[config.mk]
export PLATFORM = sky130hd
export DESIGN_NAME = mw_add_seq
export DESIGN_NICKNAME = d
export VERILOG_FILES = /design/src/rtl/mw_add_pkg.sv /design/src/rtl/mw_add_seq_cs_adder.sv /design/src/rtl/mw_add_seq.sv
export SDC_FILE = /design/constraint.sdc
export NUM_CORES = 1
export LEC_CHECK = 0
export CELL_PAD_IN_SITES_DETAIL_PLACEMENT = 0
export CELL_PAD_IN_SITES_GLOBAL_PLACEMENT = 2
export CORE_UTILIZATION = 27
export DETAILED_ROUTE_END_ITERATION = 8
export PLACE_DENSITY = 0.76
export SKIP_CTS_REPAIR_TIMING = 1
export SYNTH_ARGS = -nofsm -noshare
export SYNTH_HDL_FRONTEND = slang
export SYNTH_SLANG_ARGS = --single-unit
[constraint.sdc]
create_clock -name clk -period 4.3 [get_ports clk]
set_input_delay 1.29 -clock clk [delete_from_list [all_inputs] [get_ports clk]]
set_output_delay 1.29 -clock clk [all_outputs]
set_load 0.01 [all_outputs]
[src/rtl/mw_add_pkg.sv]
`default_nettype none
// ============================================================================
//  Module   : mw_add_pkg
//  Purpose  : Shared types and constants for the multi-word sequential adder.
//  Revision : 1.0  initial release
// ============================================================================
package mw_add_pkg;

  // Width of one adder chunk; the datapath is time-multiplexed at this width.
  localparam int CHUNK_W = 16;

  // Controller states of the multi-word adder.
  typedef enum logic [1:0] {
    IDLE = 2'd0,
    RUN  = 2'd1,
    DONE = 2'd2
  } state_t;

endpackage
`default_nettype wire

[src/rtl/mw_add_seq_cs_adder.sv]
`default_nettype none
// ============================================================================
//  Module   : cs_adder
//  Purpose  : 16-bit carry-select adder. The low half ripples from cin; the
//             high half is precomputed for both carry values and selected by
//             the low-half carry.
//  Revision : 1.0  initial release
// ============================================================================
module cs_adder
  import mw_add_pkg::*;
(
  input  logic [CHUNK_W-1:0] A,
  input  logic [CHUNK_W-1:0] B,
  input  logic               cin,
  output logic [CHUNK_W-1:0] sum,
  output logic               cout
);

  localparam int HALF_W = CHUNK_W / 2;

  logic [HALF_W:0] lo_res;
  logic [HALF_W:0] hi_res0;
  logic [HALF_W:0] hi_res1;

  // Low half, carry in from the chunk input.
  assign lo_res  = {1'b0, A[HALF_W-1:0]} + {1'b0, B[HALF_W-1:0]} + {{HALF_W{1'b0}}, cin};
  // High half computed speculatively for carry-in 0 and 1.
  assign hi_res0 = {1'b0, A[CHUNK_W-1:HALF_W]} + {1'b0, B[CHUNK_W-1:HALF_W]};
  assign hi_res1 = {1'b0, A[CHUNK_W-1:HALF_W]} + {1'b0, B[CHUNK_W-1:HALF_W]} + {{HALF_W{1'b0}}, 1'b1};

  // Select the high half according to the low-half carry.
  always_comb begin
    sum[HALF_W-1:0] = lo_res[HALF_W-1:0];
    if (lo_res[HALF_W]) begin
      sum[CHUNK_W-1:HALF_W] = hi_res1[HALF_W-1:0];
      cout                  = hi_res1[HALF_W];
    end else begin
      sum[CHUNK_W-1:HALF_W] = hi_res0[HALF_W-1:0];
      cout                  = hi_res0[HALF_W];
    end
  end

endmodule
`default_nettype wire

[src/rtl/mw_add_seq.sv]
`default_nettype none
// ============================================================================
//  Module   : mw_add_seq
//  Purpose  : Sequential multi-word adder. Latches two WORDS*16-bit operands
//             and a carry-in, then adds one 16-bit chunk per cycle through a
//             single shared carry-select adder, reporting sum, carry-out and
//             signed overflow through a valid/ready result port.
//  Revision : 1.0  initial release
// ============================================================================
module mw_add_seq
  import mw_add_pkg::*;
#(
  parameter int WORDS = 4
) (
  input  logic                     clk,
  input  logic                     rst_n,
  input  logic                     in_valid,
  output logic                     in_ready,
  input  logic [CHUNK_W*WORDS-1:0] a,
  input  logic [CHUNK_W*WORDS-1:0] b,
  input  logic                     cin,
  output logic                     out_valid,
  input  logic                     out_ready,
  output logic [CHUNK_W*WORDS-1:0] sum,
  output logic                     cout,
  output logic                     ovf
);

  localparam int                W        = CHUNK_W * WORDS;
  localparam int                CNT_W    = $clog2(WORDS);
  localparam logic [CNT_W-1:0]  LAST_CNT = CNT_W'(WORDS - 1);
  localparam logic [CNT_W-1:0]  CNT_ONE  = CNT_W'(1);

  state_t              state;
  state_t              state_nxt;
  logic [CNT_W-1:0]    cnt;
  logic [W-1:0]        a_lat;
  logic [W-1:0]        b_lat;
  logic                carry;
  logic                accept;
  logic                last;

  logic [CHUNK_W-1:0]  add_a;
  logic [CHUNK_W-1:0]  add_b;
  logic [CHUNK_W-1:0]  add_sum;
  logic                add_cout;

  // Chunk selection: route latched chunk[cnt] of each operand to the adder.
  always_comb begin
    add_a = '0;
    add_b = '0;
    for (int i = 0; i < WORDS; i++) begin
      if (cnt == CNT_W'(i)) begin
        add_a = a_lat[i*CHUNK_W +: CHUNK_W];
        add_b = b_lat[i*CHUNK_W +: CHUNK_W];
      end
    end
  end

  cs_adder u_cs_adder (
    .A    (add_a),
    .B    (add_b),
    .cin  (carry),
    .sum  (add_sum),
    .cout (add_cout)
  );

  // State register.
  always_ff @(posedge clk or negedge rst_n) begin
    if (!rst_n) begin
      state <= IDLE;
    end else begin
      state <= state_nxt;
    end
  end

  // Next-state and handshake outputs; out_ready only matters in DONE.
  always_comb begin
    state_nxt = state;
    in_ready  = 1'b0;
    out_valid = 1'b0;
    accept    = 1'b0;
    last      = (cnt == LAST_CNT);
    case (state)
      IDLE: begin
        in_ready = 1'b1;
        if (in_valid) begin
          accept    = 1'b1;
          state_nxt = RUN;
        end
      end
      RUN: begin
        if (last) begin
          state_nxt = DONE;
        end
      end
      DONE: begin
        out_valid = 1'b1;
        if (out_ready) begin
          state_nxt = IDLE;
        end
      end
      default: begin
        state_nxt = IDLE;
      end
    endcase
  end

  // Datapath: operand capture at the handshake, one chunk per RUN cycle.
  always_ff @(posedge clk or negedge rst_n) begin
    if (!rst_n) begin
      a_lat <= '0;
      b_lat <= '0;
      carry <= 1'b0;
      cnt   <= '0;
      sum   <= '0;
      cout  <= 1'b0;
      ovf   <= 1'b0;
    end else if (accept) begin
      a_lat <= a;
      b_lat <= b;
      carry <= cin;
      cnt   <= '0;
    end else if (state == RUN) begin
      for (int i = 0; i < WORDS; i++) begin
        if (cnt == CNT_W'(i)) begin
          sum[i*CHUNK_W +: CHUNK_W] <= add_sum;
        end
      end
      carry <= add_cout;
      if (last) begin
        // Final chunk: publish carry-out and signed overflow; park the
        // counter at zero so it never runs past the top chunk.
        cout <= add_cout;
        ovf  <= (a_lat[W-1] == b_lat[W-1]) && (add_sum[CHUNK_W-1] != a_lat[W-1]);
        cnt  <= '0;
      end else begin
        cnt  <= cnt + CNT_ONE;
      end
    end
  end

endmodule
`default_nettype wire

==> impl_metrics.env <==
export IMPL_dieArea_um2=34900
export IMPL_postLayoutCoreUtil_pct=37.34
export IMPL_maxCapViolations=0
export IMPL_ys_top_cells_by_count="nand2_1 (520), dfrtp_1 (199), o21ai_0 (96), a21oi_1 (75), nor2_1 (74)"
export IMPL_synth_warnings=0
export IMPL_hp_start="b_lat[48]$_DFFE_PN0P_"
export IMPL_rsz0062_at_grt="true"
export IMPL_io_buffers=200
export IMPL_placedCellCount=1729
export IMPL_worstSetupPathType="register to register"
export IMPL_clockBufferDepth=2
export IMPL_multi_input_area_um2=4031
export IMPL_endpoint_kind="register"
export IMPL_synthTopCellsByArea="dfrtp_1 (54%), nand2_1 (21%), o21ai_0 (5.2%)"
export IMPL_regArea_um2=4981
export IMPL_critPathRequiredTime_ns=4.65
export IMPL_dp_hpwl_um=21160
export IMPL_worst_pin_slew_ns=1.047
export IMPL_core_area_um2=33530
export IMPL_cts_buffers=17
export IMPL_synth_top_area_share_pct=54.00
export IMPL_arrival_ns=4.51
export IMPL_start_util_pct=27.50
export IMPL_clkTransAtPathRegs_ns=0.07
export IMPL_drt_wl_total_um=28560
export IMPL_nets=1466
export IMPL_core_rowCount=67
export IMPL_antenna_cells=0
export IMPL_io_pins=201
export IMPL_grt_pass1_vias=7982
export IMPL_post_synth_top_count_cell="nand2_1"
export IMPL_r2r_end="ovf$_DFFE_PN0P_"
export IMPL_instances_no_fill=1770
export IMPL_drive_gt1_share_pct=6.808
export IMPL_synth_cell_types=40
export IMPL_syn_area_per_cell_um2=8.176
export IMPL_cp_max_fo=17
export IMPL_min_to="b_lat[48]$_DFFE_PN0P_"
export IMPL_dp_slack_ns=0.02017
export IMPL_seq_power_share_pct=31.8
export IMPL_htree_levels=4
export IMPL_fin_crit_ns=4.158
export IMPL_slew_headroom_pct=30.06
export IMPL_synth_edf_count=0
export IMPL_grt_pass1_wl_um=45230
export IMPL_insertion_delay_ns=0.44
export IMPL_p_per_area_nw_per_um2=828.4
export IMPL_die_w_um=186.8
export IMPL_outcome="finished clean"
export IMPL_avgViaCountPerCell=4.363
export IMPL_ir_drop_mv=0.4098
export IMPL_drv_slew=0
export IMPL_syn_instance_count=1128
export IMPL_initialDrtViolationCount=405
export IMPL_hold_class="register to register"
export IMPL_track_usage_pct=16.83
export IMPL_antenna_found_initial=1
export IMPL_total_power_mw=10.37
export IMPL_rr_worst_depth=19
export IMPL_crit_path_start="cnt[1]$_DFFE_PN0P_"
export IMPL_synthesis_area_um2=9223
export IMPL_place_congestion=0.7830
export IMPL_ys_flop_type="dfrtp_1"
export IMPL_p_int_mw=5.774
export IMPL_cts_sinks=199
export IMPL_switching_share_pct=44.33
export IMPL_async_flop_share_pct=100.0
export IMPL_fin_ws_ns=0.1422
export IMPL_yosysSeqAreaShare_pct=54.00
export IMPL_r2r_setup_slack_ns=0.14
export IMPL_cts_root_buf="clkbuf_16"
export IMPL_vias=7723
export IMPL_cts_tree="done"
export IMPL_ys_seq_elements=199
export IMPL_skew_ns=0.01263
export IMPL_fmax_mhz=240.5
export IMPL_p_clk_share_pct=15.8
export IMPL_p_leak_nw=5.930
export IMPL_grt_start_max_net_pins=87
export IMPL_synth_fp_nets=1284
export IMPL_die_h_um=186.8
export IMPL_hold_path_depth=2
export IMPL_first_pass_iters=4
export IMPL_gr_total_overflow=0
export IMPL_hold_violations=0
export IMPL_reg2reg_from="cnt[1]$_DFFE_PN0P_"
export IMPL_synthToLayoutAreaGrowth_pct=35.78
export IMPL_p_sw_mw=4.599
export IMPL_setup_viol=0
export IMPL_wl_per_cell_um=16.13
export IMPL_share_comb_of_total_power_pct=52.4
export IMPL_drc=0
export IMPL_yosysTopAreaCell="dfrtp_1"
export IMPL_worstSetupStartpointType="register"
export IMPL_post_route_period_util_pct=96.69
export IMPL_ant_nets=0
export IMPL_fillers=3568
## placed cells by master, fill, tap and decap left out, types with 5 or more instances in the layout
cell type / n
nand2_1: 519
clkdlybuf4s50_1: 199
dfrtp_1: 198
o21ai_0: 93
nor2_1: 74
a21oi_1: 74
buf_4: 24
clkbuf_16: 18
ha_1: 16
xor2_1: 11
xnor2_1: 6
buf_12: 6
a21o_1: 5
inv_1: 5
nand2b_1: 5
## power by group through the flow
stage	sequential (mW)	combinational (mW)	clock [mW]
2_1_floorplan	3.26	3.18	0
3_3_place_gp	3.34	5.26	0
3_5_place_dp	3.33	5.32	0
4_1_cts	3.30	5.34	1.68
5_1_grt	3.41	6.15	1.76
6_report	3.29	5.44	1.64
## per-layer routing
metal / wire, µm / global-route usage (%)
met5: 13 / 0
met2: 12930 / 26.78
met1: 14040 / 23.78
met3: 1263 / 3.189
met4: 312 / 3.562
## logic make-up (layout without fill, tap and decap cells)
family | count (synthesis) | after routing | share of synthesized area (%)
DFF | 199 | 199 | 54.00
muxes | 5 | 5 | 0.5969
xor gates and xnor gates | 18 | 18 | 1.709
buffers and inverters | 75 | 269 | 3.053
AOI/OAI and AO/OA | 194 | 194 | 11.56
and+or+nand+nor | 614 | 614 | 25.72
adders and majority gates | 23 | 23 | 3.365
## worst max-delay path: stages, from the launching register on
cell,delay (ns)
dfrtp_1,0.43
inv_2,0.14
ha_4,0.20
buf_12,0.17
nand2_1,0.06
nor2_1,0.08
a21oi_1,0.05
nor2_1,0.10
a21oi_1,0.05
o21ai_1,0.20
fa_2,0.24
inv_1,0.05
fa_1,0.38
nand2b_1,0.18
a21o_1,0.20
a32oi_4,0.33
nand4_2,0.17
or4_4,0.56
a211o_1,0.31
a41oi_2,0.18
## per-stage QoR
| stage | area [µm²] | hold slack [ns] | setup TNS (ns) |
|---|---|---|---|
| detailed placement | 11770 | 0.4633 | 0 |
| finish | 12520 | 0.4780 | 0 |
| CTS | 12360 | 0.4810 | -0.009794 |
| global placement | 11770 | 0.4593 | 0 |
| global route | 12520 | 0.4981 | -0.08270 |
| floorplan | 9223 | 0.4455 | 0 |
## final cells by class
| type | count | share of cell area (%) |
|---|---|---|
| clock buffers | 19 | 3.617 |
| multi-input cells | 854 | 32.19 |
| inverters | 7 | 0.2098 |
| well taps | 448 | 4.476 |
| flip-flops and latches | 199 | 39.78 |
| repair buffers | 231 | 18.62 |
| clock inverters | 12 | 1.109 |
## registers in the layout, indices dropped and copies added (netlist names)
register and count:
cnt 2, cout 1, carry 1, sum 64, state 2, a_lat 64
ovf 1, b_lat 64
## worst max-delay path by stage
stage                 endpoint  slack (ns)  cells past startpoint
2_1_floorplan  ovf$_DFFE_PN0P_        0.16                     20
3_3_place_gp   ovf$_DFFE_PN0P_        0.12                     16
3_5_place_dp   ovf$_DFFE_PN0P_        0.02                     16
4_1_cts        ovf$_DFFE_PN0P_       -0.01                     16
5_1_grt        ovf$_DFFE_PN0P_       -0.05                     19
6_report       ovf$_DFFE_PN0P_        0.14                     19
(Power assumes the default switching activity.)
